File: src/rtl/buffer_port_arbiter.sv
// -----------------------------------------------------------------------------
// buffer_port_arbiter
//
// Shares one single-port on-chip buffer between three requesters
// (0 = host loader, 1 = systolic array fetch, 2 = sort/crucial-token logic).
// Each requester asks for a burst of consecutive addresses. Bursts are
// granted round-robin. Once a burst is granted, this block drives the
// buffer pins for the whole burst and reports the owner on sel so the data
// mux can be steered by requester id.
//
// Ports:
//   CLK                 rising-edge clock
//   RESET               asynchronous, active-low reset
//   EN                  global enable; low pauses arbitration and bursts
//   req[2:0]            request level per requester
//   we[2:0]             direction per requester (1 write, 0 read)
//   base0/1/2 [AW-1:0]  burst start address per requester
//   len0/1/2  [LW-1:0]  burst length minus one per requester
//   gnt[2:0]            one-hot pulse on the first beat of a burst
//   done[2:0]           one-hot pulse on the last beat of a burst
//   sel[1:0]            owner of the current beat; holds when idle
//   busy                high for the whole burst, paused cycles included
//   mem_wen/ren/cen     buffer pins, {wen,ren,cen}:
//                       WRITE 011, READ 110, NOP 101
//   mem_addr[AW-1:0]    buffer address
//
// All outputs come straight from flops.
// -----------------------------------------------------------------------------
module buffer_port_arbiter #(
    parameter int AW = 13,
    parameter int LW = 7
) (
    input  logic          CLK,
    input  logic          RESET,
    input  logic          EN,
    input  logic [2:0]    req,
    input  logic [2:0]    we,
    input  logic [AW-1:0] base0,
    input  logic [AW-1:0] base1,
    input  logic [AW-1:0] base2,
    input  logic [LW-1:0] len0,
    input  logic [LW-1:0] len1,
    input  logic [LW-1:0] len2,
    output logic [2:0]    gnt,
    output logic [2:0]    done,
    output logic [1:0]    sel,
    output logic          busy,
    output logic          mem_wen,
    output logic          mem_ren,
    output logic          mem_cen,
    output logic [AW-1:0] mem_addr
);

    localparam logic [0:0] ST_IDLE  = 1'b0;
    localparam logic [0:0] ST_BURST = 1'b1;

    localparam logic [2:0] PINS_WRITE = 3'b011;
    localparam logic [2:0] PINS_READ  = 3'b110;
    localparam logic [2:0] PINS_NOP   = 3'b101;

    // Buffer pin pattern for an active beat in the given direction.
    function automatic logic [2:0] pins_for(input logic wr);
        logic [2:0] p;
        if (wr) begin
            p = PINS_WRITE;
        end else begin
            p = PINS_READ;
        end
        return p;
    endfunction

    // One-hot vector for a requester id.
    function automatic logic [2:0] onehot3(input logic [1:0] id);
        logic [2:0] v;
        case (id)
            2'd0:    v = 3'b001;
            2'd1:    v = 3'b010;
            2'd2:    v = 3'b100;
            default: v = 3'b000;
        endcase
        return v;
    endfunction

    // Round-robin pick: first set request scanning last+1, last+2, last+3 mod 3.
    // Only meaningful when r is non-zero.
    function automatic logic [1:0] rr_pick(input logic [2:0] r, input logic [1:0] last);
        logic [1:0] c0;
        logic [1:0] c1;
        logic [1:0] c2;
        logic [1:0] w;
        case (last)
            2'd0: begin c0 = 2'd1; c1 = 2'd2; c2 = 2'd0; end
            2'd1: begin c0 = 2'd2; c1 = 2'd0; c2 = 2'd1; end
            default: begin c0 = 2'd0; c1 = 2'd1; c2 = 2'd2; end
        endcase
        if (r[c0]) begin
            w = c0;
        end else if (r[c1]) begin
            w = c1;
        end else begin
            w = c2;
        end
        return w;
    endfunction

    // State and datapath flops
    logic [0:0]    state_q,  state_d;
    logic [LW-1:0] cnt_q,    cnt_d;
    logic [LW-1:0] len_q,    len_d;
    logic          we_q,     we_d;
    logic [1:0]    last_q,   last_d;
    logic          beat_q,   beat_d;    // a beat is on the pins this cycle
    logic [2:0]    pins_q,   pins_d;
    logic [AW-1:0] addr_q,   addr_d;
    logic [2:0]    gnt_q,    gnt_d;
    logic [2:0]    done_q,   done_d;
    logic [1:0]    sel_q,    sel_d;
    logic          busy_q,   busy_d;

    // Winner of the current arbitration and its request fields
    logic [1:0]    win_s;
    logic          win_we_s;
    logic [AW-1:0] win_base_s;
    logic [LW-1:0] win_len_s;
    logic [LW-1:0] cnt_inc_s;

    assign win_s     = rr_pick(req, last_q);
    assign cnt_inc_s = cnt_q + {{(LW-1){1'b0}}, 1'b1};

    // Select the winning requester's direction, base and length.
    always_comb begin
        win_we_s   = we[0];
        win_base_s = base0;
        win_len_s  = len0;
        case (win_s)
            2'd0: begin win_we_s = we[0]; win_base_s = base0; win_len_s = len0; end
            2'd1: begin win_we_s = we[1]; win_base_s = base1; win_len_s = len1; end
            2'd2: begin win_we_s = we[2]; win_base_s = base2; win_len_s = len2; end
            default: begin win_we_s = we[0]; win_base_s = base0; win_len_s = len0; end
        endcase
    end

    // Next-state logic for the arbitration / burst FSM and all output flops.
    always_comb begin
        state_d = state_q;
        cnt_d   = cnt_q;
        len_d   = len_q;
        we_d    = we_q;
        last_d  = last_q;
        beat_d  = 1'b0;
        pins_d  = PINS_NOP;
        addr_d  = addr_q;
        gnt_d   = 3'b000;
        done_d  = 3'b000;
        sel_d   = sel_q;
        busy_d  = busy_q;

        case (state_q)
            ST_IDLE: begin
                if (EN && (req != 3'b000)) begin
                    // Beat 0 goes out on the cycle after arbitration.
                    state_d = ST_BURST;
                    sel_d   = win_s;
                    we_d    = win_we_s;
                    addr_d  = win_base_s;
                    len_d   = win_len_s;
                    cnt_d   = {LW{1'b0}};
                    busy_d  = 1'b1;
                    beat_d  = 1'b1;
                    pins_d  = pins_for(win_we_s);
                    gnt_d   = onehot3(win_s);
                    if (win_len_s == {LW{1'b0}}) begin
                        done_d = onehot3(win_s);
                    end else begin
                        done_d = 3'b000;
                    end
                end else begin
                    busy_d = 1'b0;
                end
            end

            ST_BURST: begin
                if (beat_q) begin
                    if (cnt_q == len_q) begin
                        // Last beat just issued: one NOP turnaround cycle follows.
                        state_d = ST_IDLE;
                        busy_d  = 1'b0;
                        last_d  = sel_q;
                    end else begin
                        // Advance to the next beat; it issues now or stays pending.
                        cnt_d  = cnt_inc_s;
                        addr_d = addr_q + {{(AW-1){1'b0}}, 1'b1};
                        if (EN) begin
                            beat_d = 1'b1;
                            pins_d = pins_for(we_q);
                            if (cnt_inc_s == len_q) begin
                                done_d = onehot3(sel_q);
                            end else begin
                                done_d = 3'b000;
                            end
                        end else begin
                            beat_d = 1'b0;
                        end
                    end
                end else begin
                    // Paused: the pending beat at cnt_q/addr_q issues once EN returns.
                    if (EN) begin
                        beat_d = 1'b1;
                        pins_d = pins_for(we_q);
                        if (cnt_q == {LW{1'b0}}) begin
                            gnt_d = onehot3(sel_q);
                        end else begin
                            gnt_d = 3'b000;
                        end
                        if (cnt_q == len_q) begin
                            done_d = onehot3(sel_q);
                        end else begin
                            done_d = 3'b000;
                        end
                    end else begin
                        beat_d = 1'b0;
                    end
                end
            end

            default: begin
                state_d = ST_IDLE;
                busy_d  = 1'b0;
            end
        endcase
    end

    // State and output registers with asynchronous active-low reset.
    always_ff @(posedge CLK or negedge RESET) begin
        if (!RESET) begin
            state_q <= ST_IDLE;
            cnt_q   <= {LW{1'b0}};
            len_q   <= {LW{1'b0}};
            we_q    <= 1'b0;
            last_q  <= 2'd2;
            beat_q  <= 1'b0;
            pins_q  <= PINS_NOP;
            addr_q  <= {AW{1'b0}};
            gnt_q   <= 3'b000;
            done_q  <= 3'b000;
            sel_q   <= 2'd0;
            busy_q  <= 1'b0;
        end else begin
            state_q <= state_d;
            cnt_q   <= cnt_d;
            len_q   <= len_d;
            we_q    <= we_d;
            last_q  <= last_d;
            beat_q  <= beat_d;
            pins_q  <= pins_d;
            addr_q  <= addr_d;
            gnt_q   <= gnt_d;
            done_q  <= done_d;
            sel_q   <= sel_d;
            busy_q  <= busy_d;
        end
    end

    assign {mem_wen, mem_ren, mem_cen} = pins_q;
    assign mem_addr = addr_q;
    assign gnt      = gnt_q;
    assign done     = done_q;
    assign sel      = sel_q;
    assign busy     = busy_q;

endmodule

File: config.mk
export PLATFORM = sky130hd
export DESIGN_NAME = buffer_port_arbiter
export DESIGN_NICKNAME = d
export VERILOG_FILES = /design/src/rtl/buffer_port_arbiter.sv
export SDC_FILE = /design/constraint.sdc
export NUM_CORES = 1
export LEC_CHECK = 0
export BUFFER_PORTS_ARGS = -buffer_cell sky130_fd_sc_hd__buf_2
export CORE_UTILIZATION = 50
export DETAILED_ROUTE_END_ITERATION = 10
export GPL_ROUTABILITY_DRIVEN = 0
export PLACE_DENSITY = 0.89
export SYNTH_ARGS = -nofsm -noshare
export SYNTH_HDL_FRONTEND = slang
export SYNTH_SLANG_ARGS = --single-unit
File: constraint.sdc
create_clock -name CLK -period 3.19 [get_ports CLK]
set_clock_uncertainty 0.15 [all_clocks]
set_input_delay 0.319 -clock CLK [delete_from_list [all_inputs] [get_ports CLK]]
set_output_delay 0.319 -clock CLK [all_outputs]
set_load 0.03 [all_outputs]
==> results of run 1 <==
## worst max-delay path, stage by stage (launching register included)
cell,delay (ns)
dfstp_2,0.55
inv_1,0.07
nand2_1,0.06
a21oi_1,0.07
a31oi_1,0.33
ha_1,0.41
buf_4,0.33
nor2_1,0.08
a211oi_1,0.32
a21oi_1,0.08
a221oi_1,0.26
## how the worst max path moves through the flow
stage | endpoint | start | slack (ns) | cells after the start
final | mem_addr[4] | last_q[1] | 0.37 | 10
after CTS | mem_addr[4] | last_q[1] | 0.38 | 10
after floorplan | mem_addr[4] | last_q[1] | 0.70 | 9
after detailed placement | mem_addr[4] | last_q[1] | 0.40 | 10
after global placement | mem_addr[4] | req[0] | 0.53 | 10
after global routing | mem_addr[4] | last_q[1] | 0.16 | 10
## flip-flops by register name, indices dropped and copies added, names as in the netlist
register  count
busy          1
cnt_q         7
done          3
gnt           3
last_q        2
len_q         7
mem_addr     13
pins_q        3
sel           2
state_q       1
we_q          1
## cells in the final DEF (no fill, tap or decap), types with 2 or more instances in the layout
master and instances:
a21o_1 2, a21oi_1 20, a221o_1 4, a22oi_1 21, a31oi_1 4, a32o_1 3, and3_1 5, buf_2 93
buf_4 7, clkbuf_8 5, dfrtp_1 40, dfstp_2 3, ha_1 6, inv_1 9, mux2_2 5, mux2i_1 5
nand2_1 60, nand2b_1 4, nand3_1 9, nand4_1 3, nor2_1 24, nor2b_1 2, nor3_1 2, o211ai_1 5
o21ai_0 36, o22ai_1 7, o311ai_0 3, o31ai_1 2, xnor2_1 2, xor2_1 11
## cell families (layout without fill, tap and decap cells)
family | after synthesis | count (layout) | synth area share [%]
simple gates | 119 | 119 | 19.2
compound gates | 118 | 118 | 26.9
flops | 43 | 43 | 37.8
buf+inv | 31 | 116 | 5.34
xor+xnor | 13 | 13 | 3.98
mux | 11 | 11 | 4.24
fa+ha+maj | 6 | 6 | 2.62
## power groups by stage
stage | Sequential, W | Combinational (W) | Clock, W
after detailed placement | 0.00104 | 0.00193 | 0
after global placement | 0.00103 | 0.00187 | 0
after global routing | 0.00107 | 0.00217 | 0.000449
after floorplan | 0.00120 | 0.00128 | 0
final | 0.00105 | 0.00196 | 0.000425
after CTS | 0.00103 | 0.00194 | 0.000425
## routing by layer
layer / track usage, % / vias to the layer above
li1: - / 1418
met1: 37.2 / 1425
met2: 41.6 / 201
met3: 5.65 / 20
met4: 11.1 / 0
met5: 0 / -
## cell type report
class                           count  area share (%)
Clock buffer                        5            1.98
Timing Repair Buffer              100            14.9
Inverter                            9           0.973
Multi-Input combinational cell    267            47.4
Clock inverter                      2            1.08
Tap cell                           72            2.59
Sequential cell                    43            31.1
## stage by stage
stage | setup slack [ns] | area [µm²] | total power [W] | hold slack (ns) | cells
4_1_cts | 0.383 | 3470 | 0.00340 | 0.0273 | 498
2_1_floorplan | 0.702 | 2860 | 0.00248 | -0.127 | 341
3_5_place_dp | 0.398 | 3370 | 0.00297 | 0.348 | 491
6_report | 0.370 | 3470 | 0.00343 | -0.00959 | 498
3_3_place_gp | 0.530 | 3370 | 0.00289 | 0.336 | 491
5_1_grt | 0.162 | 3470 | 0.00369 | 0.0672 | 498
==> metrics, run 1 <==
routed len/inst 15.7 µm; # port buffers just over 90; critical path class reg2reg; Clock Power Share 12.4%; synthesized area approximately 2900 µm²; first-pass GRT wire length 12900 µm; postcts setup bufs 0; Die Wd 77.6 µm; Clock transition at path regs roughly 0.080 ns; Mapped Avg Cell Area 8.39 µm²; CP Max Fanout 27; fmax 355 MHz; vias in the first global route 2706; Initial Util 51.9%; P_leak 1.66 nW; Synth top cells by count nand2_1 (60), dfrtp_1 (40), o21ai_0 (36), nor2_1 (24), a22oi_1 (21); post-synth net total between 400 and 500; synth warn 0; Reg power frac 30.5%; # DRC 0; Netlist cell types 53; Worst R2R Start last_q[1]; Worst R2R End mem_addr[4]; post-synth top area share between 30% and 40%; most common cell in the netlist nand2_1; failing checks negative hold slack; Critical Path RT 3.24 ns; P_int 0.00173 W; Worst VDD drop between 0.6 and 0.7 mV; worst slew pin tran 0.921 ns; DIE AREA 6030 µm²; total area of sequential cells 1080 µm²; antenna-violating nets left 0; 1st-pass router iterations 8; main area contributors after synthesis dfrtp_1 (35%), nand2_1 (7.9%), o21ai_0 (6.3%); antenna violations before repair 0; WP data arrival 2.87 ns; IO Pins 94; dpl hpwl about 5700 µm; Async SR Flop Fraction 100%; setup tns final 0 ns; Cells after Synth 341; Hold Buf Count CTS 0; Total GRT Usage 27.1%; endpoints failing hold 5; Post-synth EDFFs 0; vias per cell roughly 6; final net count approximately 500; final setup fails 0; multi-input logic area 1650 µm²; routed length on met3 771 µm; endpoint type of the worst setup path flip-flop; final worst path period share 88.4%; CTS buffer count 5; Worst-Skew Late Latency 0.30 ns; HP Class in2async; Layout fillers ~450; area grow syn2layout 21.4%; Worst slew margin 38.6%; max-cap check violation count 0; GRT overflow 0; M1 WL 3310 µm; CTS H-Tree Depth 2; fin util 63.1%; Pins Over Slew Limit 0; cts repair resizes 0; final period demand of the worst path ~2.8 ns; Starting DRT DRC Count 410; row cnt 27; Comb power frac 57.2%; CTS root buf clkbuf_8; CP startpoint kind flip-flop; RSZ-0062 raised after global routing false; top_reg_cell synth dfrtp_1; CTS Sinks 43; hold_ws -0.00959 ns; power density over the cells about 990 nW/µm²; top sig layer met4; Net Sw Frac 49.8%; routed wire length 7840 µm; worst reg2reg setup slack 0.37 ns; DR vias 3064; CTS tree done; deepest clock path buffer count 2; R2R cell count 10; core area 5510 µm²; overall die height between 70 and 80 µm; sw power 0.00171 W; WL met2 3600 µm; Yosys reg bits 43; layout cells sized above 1 between 20 and 30%; largest area contributor in the netlist dfrtp_1; ANT cells 0; pin count of the biggest net entering global routing 44; status finished with violations; sequential area share after synthesis 37.8%
(Power assumes the default switching activity.)
==> inputs of run 2 (changes only) <==
Settings changed: HOLD_SLACK_MARGIN set to 0.12, PLACE_DENSITY 0.89 to 0.84, SKIP_CTS_REPAIR_TIMING set to 1.
==> metrics, run 2 (synthesized netlist as in run 1, its figures left out) <==
power density over the cells 971 nW/µm² (-1.8%); multi-input logic area 1650 µm² (+0.30%); max reg flops 13 (unchanged); Slowest cell on crit path ha_1; P_leak 1.66 nW (about the same); CP peak stage delay 0.76 ns (+0.21 ns); fin util 63.1% (unchanged); Initial Util 51.9% (unchanged); IO Pins 94 (unchanged); Crit path max-delay family compound AO/OA/AOI/OAI gates; top sig layer met4; Critical Path RT 3.24 ns (about the same); cell area after layout 3470 µm² (unchanged); Die Wd 77.6 µm (unchanged); ANT cells 0 (unchanged); M1 WL 3490 µm (+5.3%); routed wire length 7870 µm (+0.40%); HP Class in2reg; Total GRT Usage 26.8% (-0.32 points); Setup WS pre-CTS 0.253 ns (-0.145 ns); Pwr Total 0.00337 W (-1.8%); area grow syn2layout 21.4% (unchanged); antenna-violating nets left 0 (unchanged); CTS H-Tree Depth 2 (unchanged); Worst Path Buf+Inv 1 (-1); final net count 502 (+0.20%); endpoints failing hold 0 (-5); DIE AREA 6030 µm² (unchanged); placed instance area 3370 µm² (unchanged); layout cells sized above 1 29.2% (+0.33 points); Layout fillers 481 (+7.8%); dpl hpwl 5740 µm (+0.14%); vias per cell 6.05 (-1.7%); routed len/inst 15.7 µm (about the same); WP data arrival 2.96 ns (+0.09 ns); antenna violations before repair 0 (unchanged); CTS tree done; # port buffers 93 (unchanged); CTS root buf clkbuf_8; core area 5510 µm² (unchanged); CP startpoint kind flip-flop; final worst path period share 91.4% (+3.0 points); pin count of the biggest net entering global routing 44 (unchanged); Starting DRT DRC Count 293 (-29%); setup tns final 0 ns (unchanged); total area of sequential cells 1080 µm² (unchanged); endpoint type of the worst setup path flip-flop; 1st-pass router iterations 5 (-3); CP Max Fanout 36 (+33%); row cnt 27 (unchanged); DR vias 3024 (-1.3%); critical path class reg2reg; WL met2 3570 µm (-0.83%); CP most frequent cell a21oi_1; Pins Over Slew Limit 0 (unchanged); worst slew pin tran 0.964 ns (+0.0434 ns); vias in the first global route 2716 (+0.37%); most frequent cells in the layout buf_2 (93), nand2_1 (60), dfrtp_1 (40), o21ai_0 (36), nor2_1 (24); overall die height 77.6 µm (unchanged); first-pass GRT wire length 12700 µm (-2.0%); GRT overflow 0 (unchanged); deepest clock path buffer count 2 (unchanged); most common cell after layout, fill and taps aside buf_2; routed length on met3 648 µm (-16%); final setup fails 0 (unchanged); RSZ-0062 raised after global routing false; Worst slew margin 35.7% (-2.9 points); Worst-Skew Late Latency 0.30 ns (about the same); Worst VDD drop 0.513 mV (-15%); # DRC 0 (unchanged); max-cap check violation count 0 (unchanged); Cell Chain, Critical Path inv_1 > nand2_1 > a21oi_1 > a31oi_1 > ha_1 > nor2_1 > a211oi_1 > a21oi_1 > a221oi_1; final period demand of the worst path 2.92 ns (+0.0972 ns); fmax 343 MHz (-3.3%); CTS Sinks 43 (unchanged); worst setup margin 0.273 ns (-0.0972 ns); Clock transition at path regs 0.08 ns (about the same); CTS buffer count 5 (unchanged); status finished, final reports clean
[run 2: cell types whose count changed in the layout (fill, tap and decap cells not counted), sizes merged]
cell / before / now
bufinv: 1 / 0
clkbuf: 5 / 7
clkinv: 0 / 1
clkinvlp: 1 / 0
dlygate4sd3: 0 / 1
[run 2: worst reg2reg max path: stages (launching register included)]
cell	delay, ns
dfstp_2	0.55
inv_1	0.08
nand2_1	0.07
a21oi_1	0.06
a31oi_1	0.31
ha_1	0.76
nor2_1	0.15
a211oi_1	0.34
a21oi_1	0.08
a221oi_1	0.26
[run 2: power breakdown]
part | switching (W) | internal (W)
clock network | 0.000187 | 0.000175
logic | 0.00122 | 0.000739
registers | 0.000284 | 0.000765
[run 2: area by class of cell]
class | instances | share of cell area, %
Multi-Input combinational cell | 267 | 47.5
Clock inverter | 1 | 0.144
Tap cell | 72 | 2.59
Inverter | 9 | 0.973
Sequential cell | 43 | 31.1
Timing Repair Buffer | 101 | 15.2
Clock buffer | 7 | 2.49
[run 2: final timing paths]
| check | start | to | slack (ns) | cells past startpoint |
|---|---|---|---|---|
| hold reg to reg | len_q[6] | len_q[6] | 0.36 | 2 |
| min in group asynchronous | RESET | mem_addr[12] | 0.56 | 2 |
| hold / removal | EN | pins_q[2] | 0.18 | 2 |
| max in group asynchronous | RESET | last_q[0] | 1.73 | 2 |
| setup / recovery | last_q[1] | mem_addr[4] | 0.27 | 9 |
| setup reg to reg | last_q[1] | mem_addr[4] | 0.27 | 9 |
[run 2: per-layer routing]
| metal | global-route usage (%) | up-vias |
|---|---|---|
| li1 | - | 1417 |
| met4 | 10.6 | 0 |
| met5 | 0 | - |
| met2 | 41.6 | 168 |
| met1 | 37.3 | 1415 |
| met3 | 4.35 | 24 |
[run 2: metrics by stage]
| step | hold WS (ns) | std cells |
|---|---|---|
| 2_1_floorplan | -0.127 | 341 |
| 3_3_place_gp | 0.336 | 491 |
| 3_5_place_dp | 0.345 | 491 |
| 4_1_cts | 0.0480 | 499 |
| 5_1_grt | 0.189 | 500 |
| 6_report | 0.176 | 500 |
==> inputs of run 3 (changes only) <==
Settings changed: RECOVER_POWER set to 25.
==> metrics, run 3 (synthesized netlist as in run 1, its figures left out) <==
status finished, final reports clean; antenna-violating nets left 0 (unchanged); Cell Chain, Critical Path inv_1 > nand2_1 > a21oi_1 > a31oi_1 > ha_1 > nor2_1 > a211oi_1 > a21oi_1 > a221oi_1; first-pass GRT wire length 12700 µm (unchanged); overall die height 77.6 µm (unchanged); CP most frequent cell a21oi_1; Worst-Skew Late Latency 0.30 ns (about the same); pin count of the biggest net entering global routing 44 (unchanged); 1st-pass router iterations 7 (+2); GRT overflow 0 (unchanged); vias in the first global route 2716 (unchanged); ANT cells 0 (unchanged); Clock transition at path regs 0.08 ns (about the same); HP Class in2reg; DIE AREA 6030 µm² (unchanged); Worst Path Buf+Inv 1 (unchanged); Crit path max-delay family compound AO/OA/AOI/OAI gates; CP peak stage delay 0.76 ns (about the same); # DRC 0 (unchanged); final setup fails 0 (unchanged); final worst path period share 90.6% (-0.84 points); final net count 502 (unchanged); area grow syn2layout 20.4%; R2R cell count 9 (unchanged); P_int 0.00165 W (-1.8%); endpoints failing hold 0 (unchanged); sw power 0.00170 W (+0.17%); hold_ws 0.170 ns (-0.00604 ns); Worst VDD drop 0.511 mV (-0.39%); row cnt 27 (unchanged); antenna violations before repair 0 (unchanged); Worst slew margin 35.6% (-0.092 points); most common cell after layout, fill and taps aside buf_2; Starting DRT DRC Count 247 (-16%); critical path class reg2reg; max-cap check violation count 0 (unchanged); Reg power frac 31.4% (+0.3 points); endpoint type of the worst setup path flip-flop; CP startpoint kind flip-flop; deepest clock path buffer count 2 (unchanged); WP data arrival 2.94 ns (-0.02 ns); Worst Hold Depth 2 (unchanged); Total GRT Usage 26.8% (unchanged); # port buffers 93 (unchanged); DR vias 2997 (-0.89%); power density over the cells 971 nW/µm² (about the same); Setup WS pre-CTS 0.253 ns (unchanged); P_leak 1.58 nW (-4.7%); Clock Power Share 10.7% (about the same); CTS H-Tree Depth 2 (unchanged); max reg flops 13 (unchanged); worst slew pin tran 0.965 ns (+0.00138 ns); Pins Over Slew Limit 0 (unchanged); Die Wd 77.6 µm (unchanged); final period demand of the worst path 2.89 ns (-0.0268 ns); CTS root buf clkbuf_8; Slowest cell on crit path ha_1; setup tns final 0 ns (unchanged); CTS tree done; dpl hpwl 5740 µm (unchanged); layout cells sized above 1 23.6% (-5.6 points); fmax 346 MHz (+0.93%); RSZ-0062 raised after global routing false; CP Max Fanout 36 (unchanged); vias per cell 5.99 (-0.89%); stages on the worst setup path 9 (unchanged); most frequent cells in the layout buf_2 (69), nand2_1 (60), dfrtp_1 (40), o21ai_0 (36), clkbuf_1 (25); IO Pins 94 (unchanged); core area 5510 µm² (unchanged); Critical Path RT 3.24 ns (about the same); Net Sw Frac 50.7% (+0.50 points); Comb power frac 57.9% (-0.3 points); CTS buffer count 5 (unchanged); CTS Sinks 43 (unchanged); Initial Util 51.9% (unchanged); routed wire length 7900 µm (+0.29%); routed len/inst 15.8 µm (+0.29%); worst setup margin 0.300 ns (+0.0268 ns)
==> run 3: per-layer routing <==
metal  vias to the layer above  part of all wire [%]  global-route usage [%]  wire, µm
met3                        21                   8.6                    4.35       679
li1                       1417                     -                       -         -
met1                      1383                    43                    37.3      3400
met5                         -                     0                       0         0
met2                       176                    46                    41.6      3630
met4                         0                   2.4                    10.6       187
==> run 3: path summary, 6_finish.rpt <==
kind / to / start / slack (ns)
max in group asynchronous: last_q[0] / RESET / 1.73
hold reg to reg: pins_q[2] / we_q / 0.35
min in group asynchronous: mem_addr[7] / RESET / 0.56
hold / removal: pins_q[2] / EN / 0.17
setup reg to reg: mem_addr[4] / last_q[1] / 0.30
setup / recovery: mem_addr[4] / last_q[1] / 0.30
==> run 3: metrics by stage <==
| step | std cells | total power, W | utilization (%) | cell area, µm² |
|---|---|---|---|---|
| after global placement | 491 | 0.00290 | 61.1 | 3370 |
| after detailed placement | 491 | 0.00297 | 61.1 | 3370 |
| after floorplan | 341 | 0.00248 | - | 2860 |
| after global routing | 500 | 0.00360 | 62.5 | 3440 |
| final | 500 | 0.00334 | 62.5 | 3440 |
| after CTS | 499 | 0.00334 | 62.8 | 3460 |
==> run 3: layout make-up <==
cell class	instances	area [µm²]
clock buffer	7	86.3
clock inverter	1	5.00
fill	495	2060
inverter	9	33.8
multi-input combinational	267	1650
sequential	43	1080
tap	72	90.1
timing repair buffer	101	498
==> run 3: power groups by stage <==
stage	registers, W	logic, W	clock network [W]
finish	0.00105	0.00194	0.000359
CTS	0.00104	0.00194	0.000364
detailed placement	0.00104	0.00193	0
global route	0.00108	0.00213	0.000385
global placement	0.00103	0.00187	0
floorplan	0.00120	0.00128	0
